--- src/rtl/serial_ripple_subtractor.sv ---
// Bit-serial subtractor: one full-subtractor cell plus a borrow flop, LSB first.
// Operands come in through a valid/ready handshake; the result is held until the consumer accepts it.
module serial_ripple_subtractor #(
    parameter int WIDTH = 2
) (
    input  logic             clk,
    input  logic             rst_n,
    input  logic             in_valid,
    output logic             in_ready,
    input  logic [WIDTH-1:0] minuend,
    input  logic [WIDTH-1:0] subtrahend,
    input  logic             bin,
    output logic             out_valid,
    input  logic             out_ready,
    output logic [WIDTH-1:0] diff,
    output logic             bout
);

    // state | meaning
    // IDLE  | waiting for an operand set, in_ready=1
    // RUN   | one result bit per cycle, LSB first
    // DONE  | result presented, waiting for out_ready
    typedef enum logic [1:0] {IDLE, RUN, DONE} state_t;

    localparam int CW = $clog2(WIDTH + 1);
    localparam logic [CW-1:0] LAST = CW'(WIDTH - 1);

    state_t state, state_nx;

    logic [WIDTH-1:0] m_sr, s_sr, d_sr, d_shift, diff_hold;
    logic             br, bout_hold;
    logic [CW-1:0]    cnt;
    logic             m, s, d, nb;

    assign m  = m_sr[0];
    assign s  = s_sr[0];
    assign d  = m ^ s ^ br;
    assign nb = (~m & s) | (~m & br) | (s & br);

    generate
        if (WIDTH == 1) begin : g_w1
            assign d_shift = d;
        end else begin : g_wn
            assign d_shift = {d, d_sr[WIDTH-1:1]};
        end
    endgenerate

    always_ff @(posedge clk or negedge rst_n) begin
        if (!rst_n) begin
            state <= IDLE;
        end else begin
            state <= state_nx;
        end
    end

    always_comb begin
        state_nx = state;
        case (state)
            IDLE:    if (in_valid) state_nx = RUN;
            RUN:     if (cnt == LAST) state_nx = DONE;
            DONE:    if (out_ready) state_nx = IDLE;
            default: state_nx = IDLE;
        endcase
    end

    // d_sr and br are reused by the next operation, so a copy is taken at the
    // handshake to keep diff/bout stable until the next result appears.
    always_ff @(posedge clk or negedge rst_n) begin
        if (!rst_n) begin
            m_sr      <= '0;
            s_sr      <= '0;
            d_sr      <= '0;
            br        <= 1'b0;
            cnt       <= '0;
            diff_hold <= '0;
            bout_hold <= 1'b0;
        end else begin
            case (state)
                IDLE: begin
                    if (in_valid) begin
                        m_sr <= minuend;
                        s_sr <= subtrahend;
                        br   <= bin;
                        cnt  <= '0;
                    end
                end
                RUN: begin
                    d_sr <= d_shift;
                    m_sr <= m_sr >> 1;
                    s_sr <= s_sr >> 1;
                    br   <= nb;
                    cnt  <= cnt + 1'b1;
                end
                DONE: begin
                    if (out_ready) begin
                        diff_hold <= d_sr;
                        bout_hold <= br;
                    end
                end
                default: ;
            endcase
        end
    end

    assign in_ready  = (state == IDLE);
    assign out_valid = (state == DONE);
    assign diff      = out_valid ? d_sr : diff_hold;
    assign bout      = out_valid ? br : bout_hold;

endmodule

--- config.mk ---
export PLATFORM = sky130hd
export DESIGN_NAME = serial_ripple_subtractor
export DESIGN_NICKNAME = d
export VERILOG_FILES = /design/src/rtl/serial_ripple_subtractor.sv
export SDC_FILE = /design/constraint.sdc
export NUM_CORES = 1
export LEC_CHECK = 0
export BUFFER_PORTS_ARGS = -buffer_cell sky130_fd_sc_hd__buf_2
export CAP_MARGIN = 15
export CORE_AREA = 2 2 39 41
export DETAILED_ROUTE_END_ITERATION = 6
export DIE_AREA = 0 0 41 43
export GPL_TIMING_DRIVEN = 0
export PLACE_DENSITY = 0.78
export SYNTH_ARGS = -nofsm -noshare
export SYNTH_HDL_FRONTEND = slang
export SYNTH_SLANG_ARGS = --single-unit
export TNS_END_PERCENT = 30
--- constraint.sdc ---
create_clock -name clk -period 2 [get_ports clk]
set_clock_uncertainty 0.05 [all_clocks]
set_input_delay 0.1 -clock clk [delete_from_list [all_inputs] [get_ports clk]]
set_output_delay 0.1 -clock clk [all_outputs]
set_load 0.005 [all_outputs]
# Word-level counts from Yosys, hierarchy flattened
# Index checks and enable logic that the tools add are counted.
# totals
elab_cells	42
ff_bits	14
inputBits	9
out_inout_bits	5
# op_classes
reduce_logical	5
add_sub_neg	1
n_eq_ne	6
bitwise_logic	8
n_mux	14
# op_table
operator	count
2-bit two-way mux	7
2-bit case mux with 2 select lines	3
2-bit case mux with 3 select lines	1
2-bit by 1-bit == test with 1-bit output, second input constant	2
2-bit != test, second input constant	2
2-bit AND reduction	2
1-bit bitwise AND	3
3-bit AND reduction	1
2-bit by 1-bit adder with 2-bit output, second input constant	1
2-bit == test, second input constant	1
2-bit logical NOT	1
1-bit two-way mux	2
2-bit by 1-bit != test with 1-bit output, second input constant	1
1-bit bitwise OR	2
1-bit case mux with 2 select lines	1
2-bit nonzero test	1
1-bit XOR	2
1-bit inverter	1

# Depth between registers and ports, before layout
# logic_depth
ltp_word	5
mapped_depth	5
ltp_nobuf	5

# Worst setup path after synthesis
# No wires, ideal clock.
# synth_timing
kind	flip-flop to flip-flop
startpoint	register state[1]
endpoint	register d_sr[0]
slack_ns	0.794
t_required_ns	1.825
path_stages_with_launch	5
period_less_slack_ns	1.206
n_path_buf	2
arrival_ns	1.031
setup_ns	0.125
cell_sequence	dfrtp_1 buf_4 nand2b_4 buf_6 mux2_4
# synth_via
elab_chain_len	1
# synth_lines
element	line_no	text
start, declared	28	state_t state, state_nx;
start signal, assigned	52	state <= state_nx;
2-bit by 1-bit == test with 1-bit output	78	case (state)
end signal, assigned	88	d_sr <= d_shift;
end, declared	30	logic [WIDTH-1:0] m_sr, s_sr, d_sr, d_shift, diff_hold;
# Every way passes these cells.
# A chain may end at the register's enable or synchronous reset.

# Worst setup path in the final report
# layout_timing
startpoint	register state[0]
endpoint	output port bout
# layout_via
elab_chain_len	2
# layout_lines
element	line_no	text
2-bit == test	106	assign out_valid = (state == DONE);
1-bit two-way mux	108	assign bout = out_valid ? br : bout_hold;
end, declared	16	output logic bout
# Every way passes these cells.

==> impl_metrics.json <==
{
  "critPathRequiredTime_ps": 1850,
  "dieArea_um2": 1760,
  "grt_pass1_vias": 513,
  "dp_slack_ps": 744,
  "async_flop_share_pct": 100,
  "worstHoldPathCells": 3,
  "routedWlPerCell_um": 12.9,
  "finalSetupViolCount": 0,
  "n_fill_cell": 120,
  "utilization_pct": 61.4,
  "clkTransAtPathRegs_ps": 70,
  "synth_edf_count": 0,
  "synth_simple_gate_area_share_pct": 11.1,
  "clockRootBuffer": "clkbuf_4",
  "rows": 14,
  "synth_top_family_by_area": "multiplexers",
  "ios": 14,
  "combPwrFrac_pct": 45.8,
  "via_per_inst": 5.47,
  "cp-end-kind": "primary output",
  "coreArea_um2": 1380,
  "drv_slew": 0,
  "cts_buffer_depth": 2,
  "r2r_start": "state[1]",
  "synth_most_common_cell": "dfrtp_1",
  "ys_top_cells_by_area": "dfrtp_1, mux2_4, o21ai_0",
  "synth_seq_area_share_pct": 49.2,
  "htreeDepth": 1,
  "drtPass1Iterations": 5,
  "period_minus_slack_ps": 1510,
  "syn_avg_cell_area_um2": 11.1,
  "arrival_ps": 1360,
  "synth_top_area_cell": "dfrtp_1",
  "power.density_nw_per_um2": 1440,
  "max_slew.worst_pin.slew_ps": 314,
  "vias": 542,
  "cts_buffers": 3,
  "grt_start_max_net_pins": 15,
  "reg2reg_depth": 4,
  "synth_compound_area_share_pct": 13.5,
  "timing.rr.end": "d_sr[0]",
  "max_freq_ghz": 0.661,
  "finalHoldViolations": 0,
  "wirelength_mm": 1.28,
  "critPathLaunchType": "flip-flop",
  "synth_top_area_share_pct": 49.2,
  "ys_warn_count": 0,
  "cts_sinks": 14,
  "synthTopCellsByCount": "dfrtp_1, o21ai_0, nor2_1",
  "synthMuxAreaShare_pct": 14.6,
  "start_util_pct": 51.4,
  "grt_overflow": 0,
  "synth_cells": 64,
  "antenna_cells": 0,
  "nets": 96,
  "cts_tree": "done",
  "maxCapViolCount": 0,
  "drt-initial-drc-count": 10,
  "synthAdderAreaFrac_pct": 4.57,
  "grt.total_usage_pct": 18.1,
  "ir_drop_mv": 0.662,
  "grt_pass1_wl_mm": 2.10,
  "io_buffers": 13,
  "hold_end": "s_sr[1]",
  "synthFlopType": "dfrtp_1",
  "postCtsSetupBuffers": 0,
  "drive_gt1_share_pct": 34.9,
  "setup_tns_ps": 0,
  "ys_seq_elements": 14,
  "status": "completed",
  "area_growth_pct": 19.3,
  "criticalPathCategory": "flip-flop to primary output",
  "hpwl_um": 935,
  "total_power_mw": 1.22,
  "hold_ws_ps": 13.0,
  "synth_xor_area_share_pct": 0,
  "antenna_found_initial": 0,
  "fin_ws_ps": 487,
  "slew_headroom_pct": 79.1,
  "pwr-share-seq_pct": 41.5,
  "critPathMaxFanout": 6,
  "clockPowerShare_pct": 12.7,
  "synthDistinctLibCells": 20,
  "reg2reg_slack_ps": 730,
  "drc_errors": 0,
  "antenna_violating_nets_post_route": 0,
  "hp-start": "subtrahend[1]",
  "synth_fp_nets": 75,
  "place_congestion": 0.847,
  "switching_share_pct": 35.4,
  "fp.dieH_um": 43,
  "p_int_mw": 0.791,
  "rsz0062_at_grt": "false",
  "p_leak_nw": 0.410,
  "power_switching_mw": 0.433,
  "worstSkewPairLatency_ps": 280,
  "hold_class": "input pin to flip-flop",
  "period_share_pct": 75.6,
  "netlist_area_um2": 712,
  "die-width_um": 41
}
## kinds of logic after synthesis
logic type / after synthesis
buffers and inverters: 9
AO/OA/AOI/OAI: 16
adder cells (fa/ha/maj): 2
multiplexers: 8
AND/OR/NAND/NOR: 15
flip-flops: 14
## how the worst max path moves through the flow
stage | from | endpoint | slack, ps
detailed placement | state[1] | d_sr[0] | 740
finish | state[0] | bout | 490
global placement | state[1] | d_sr[0] | 760
floorplan | state[1] | d_sr[0] | 790
CTS | state[0] | bout | 470
global route | state[0] | diff[0] | 400
## cells in the final DEF (no fill, tap or decap)
cell type      synthesis  final
buf_4                  2      2
mux2_2                 3      3
buf_6                  1      1
mux2i_1                1      1
inv_1                  5      5
nand2b_1               1      1
clkbuf_4               0      3
o22ai_1                4      4
fa_1                   1      1
or2_1                  1      1
nand2_2                1      1
dfrtp_1               14     14
buf_2                  1     14
nor2_1                 6      6
mux2_4                 4      4
nor2b_1                2      2
nand2b_4               1      1
o21ai_0                9      9
o32ai_1                3      3
ha_1                   1      1
nand2_1                3      3
dlygate4sd3_1          0      3
## final cells by class
type                            instances  area (um^2)  share of cell area [%]
Timing Repair Buffer                   16         95.1                    11.2
Sequential cell                        14          350                    41.2
Multi-Input combinational cell         41          312                    36.7
Inverter                                5         18.8                    2.21
Tap cell                               16         20.0                    2.36
Buffer                                  4         31.3                    3.68
Clock buffer                            3         22.5                    2.65
## critical path: stages, from the launching register on
cell     delay, ps
dfrtp_1        380
nor2b_1        100
buf_4          150
mux2_2         330
buf_2          120
## routing by layer
layer  share of wire [%]  GRT usage (%)
met1                  42           21.0
met2                  49           27.5
met3                 5.3           4.71
met4                 3.3           12.0
met5                   0              0
## state kept, by name, summed over array words and instances (netlist names)
name and flops:
diff_hold 2, s_sr 2, d_sr 2, state 2, bout_hold 1, m_sr 2, br 1, cnt 2
## power by group through the flow
stage | logic, mW | clock network [mW] | registers, mW
after floorplan | 0.432 | 0 | 0.487
after global placement | 0.537 | 0 | 0.508
after detailed placement | 0.562 | 0 | 0.515
after CTS | 0.570 | 0.165 | 0.508
after global routing | 0.634 | 0.176 | 0.526
final | 0.561 | 0.155 | 0.508
## through the flow
step | instance area, um^2 | instances
4_1_cts | 850 | 99
2_1_floorplan | 712 | 64
3_5_place_dp | 797 | 93
6_report | 850 | 99
3_3_place_gp | 797 | 93
5_1_grt | 850 | 99
## what timing repair did
item	4_1_cts	5_1_grt
hold endpoints to repair	16	0
setup endpoints to repair	0	0
resized for setup	0	0
hold buffers	3	0
Note: power is estimated with default switching activity, not from simulation.
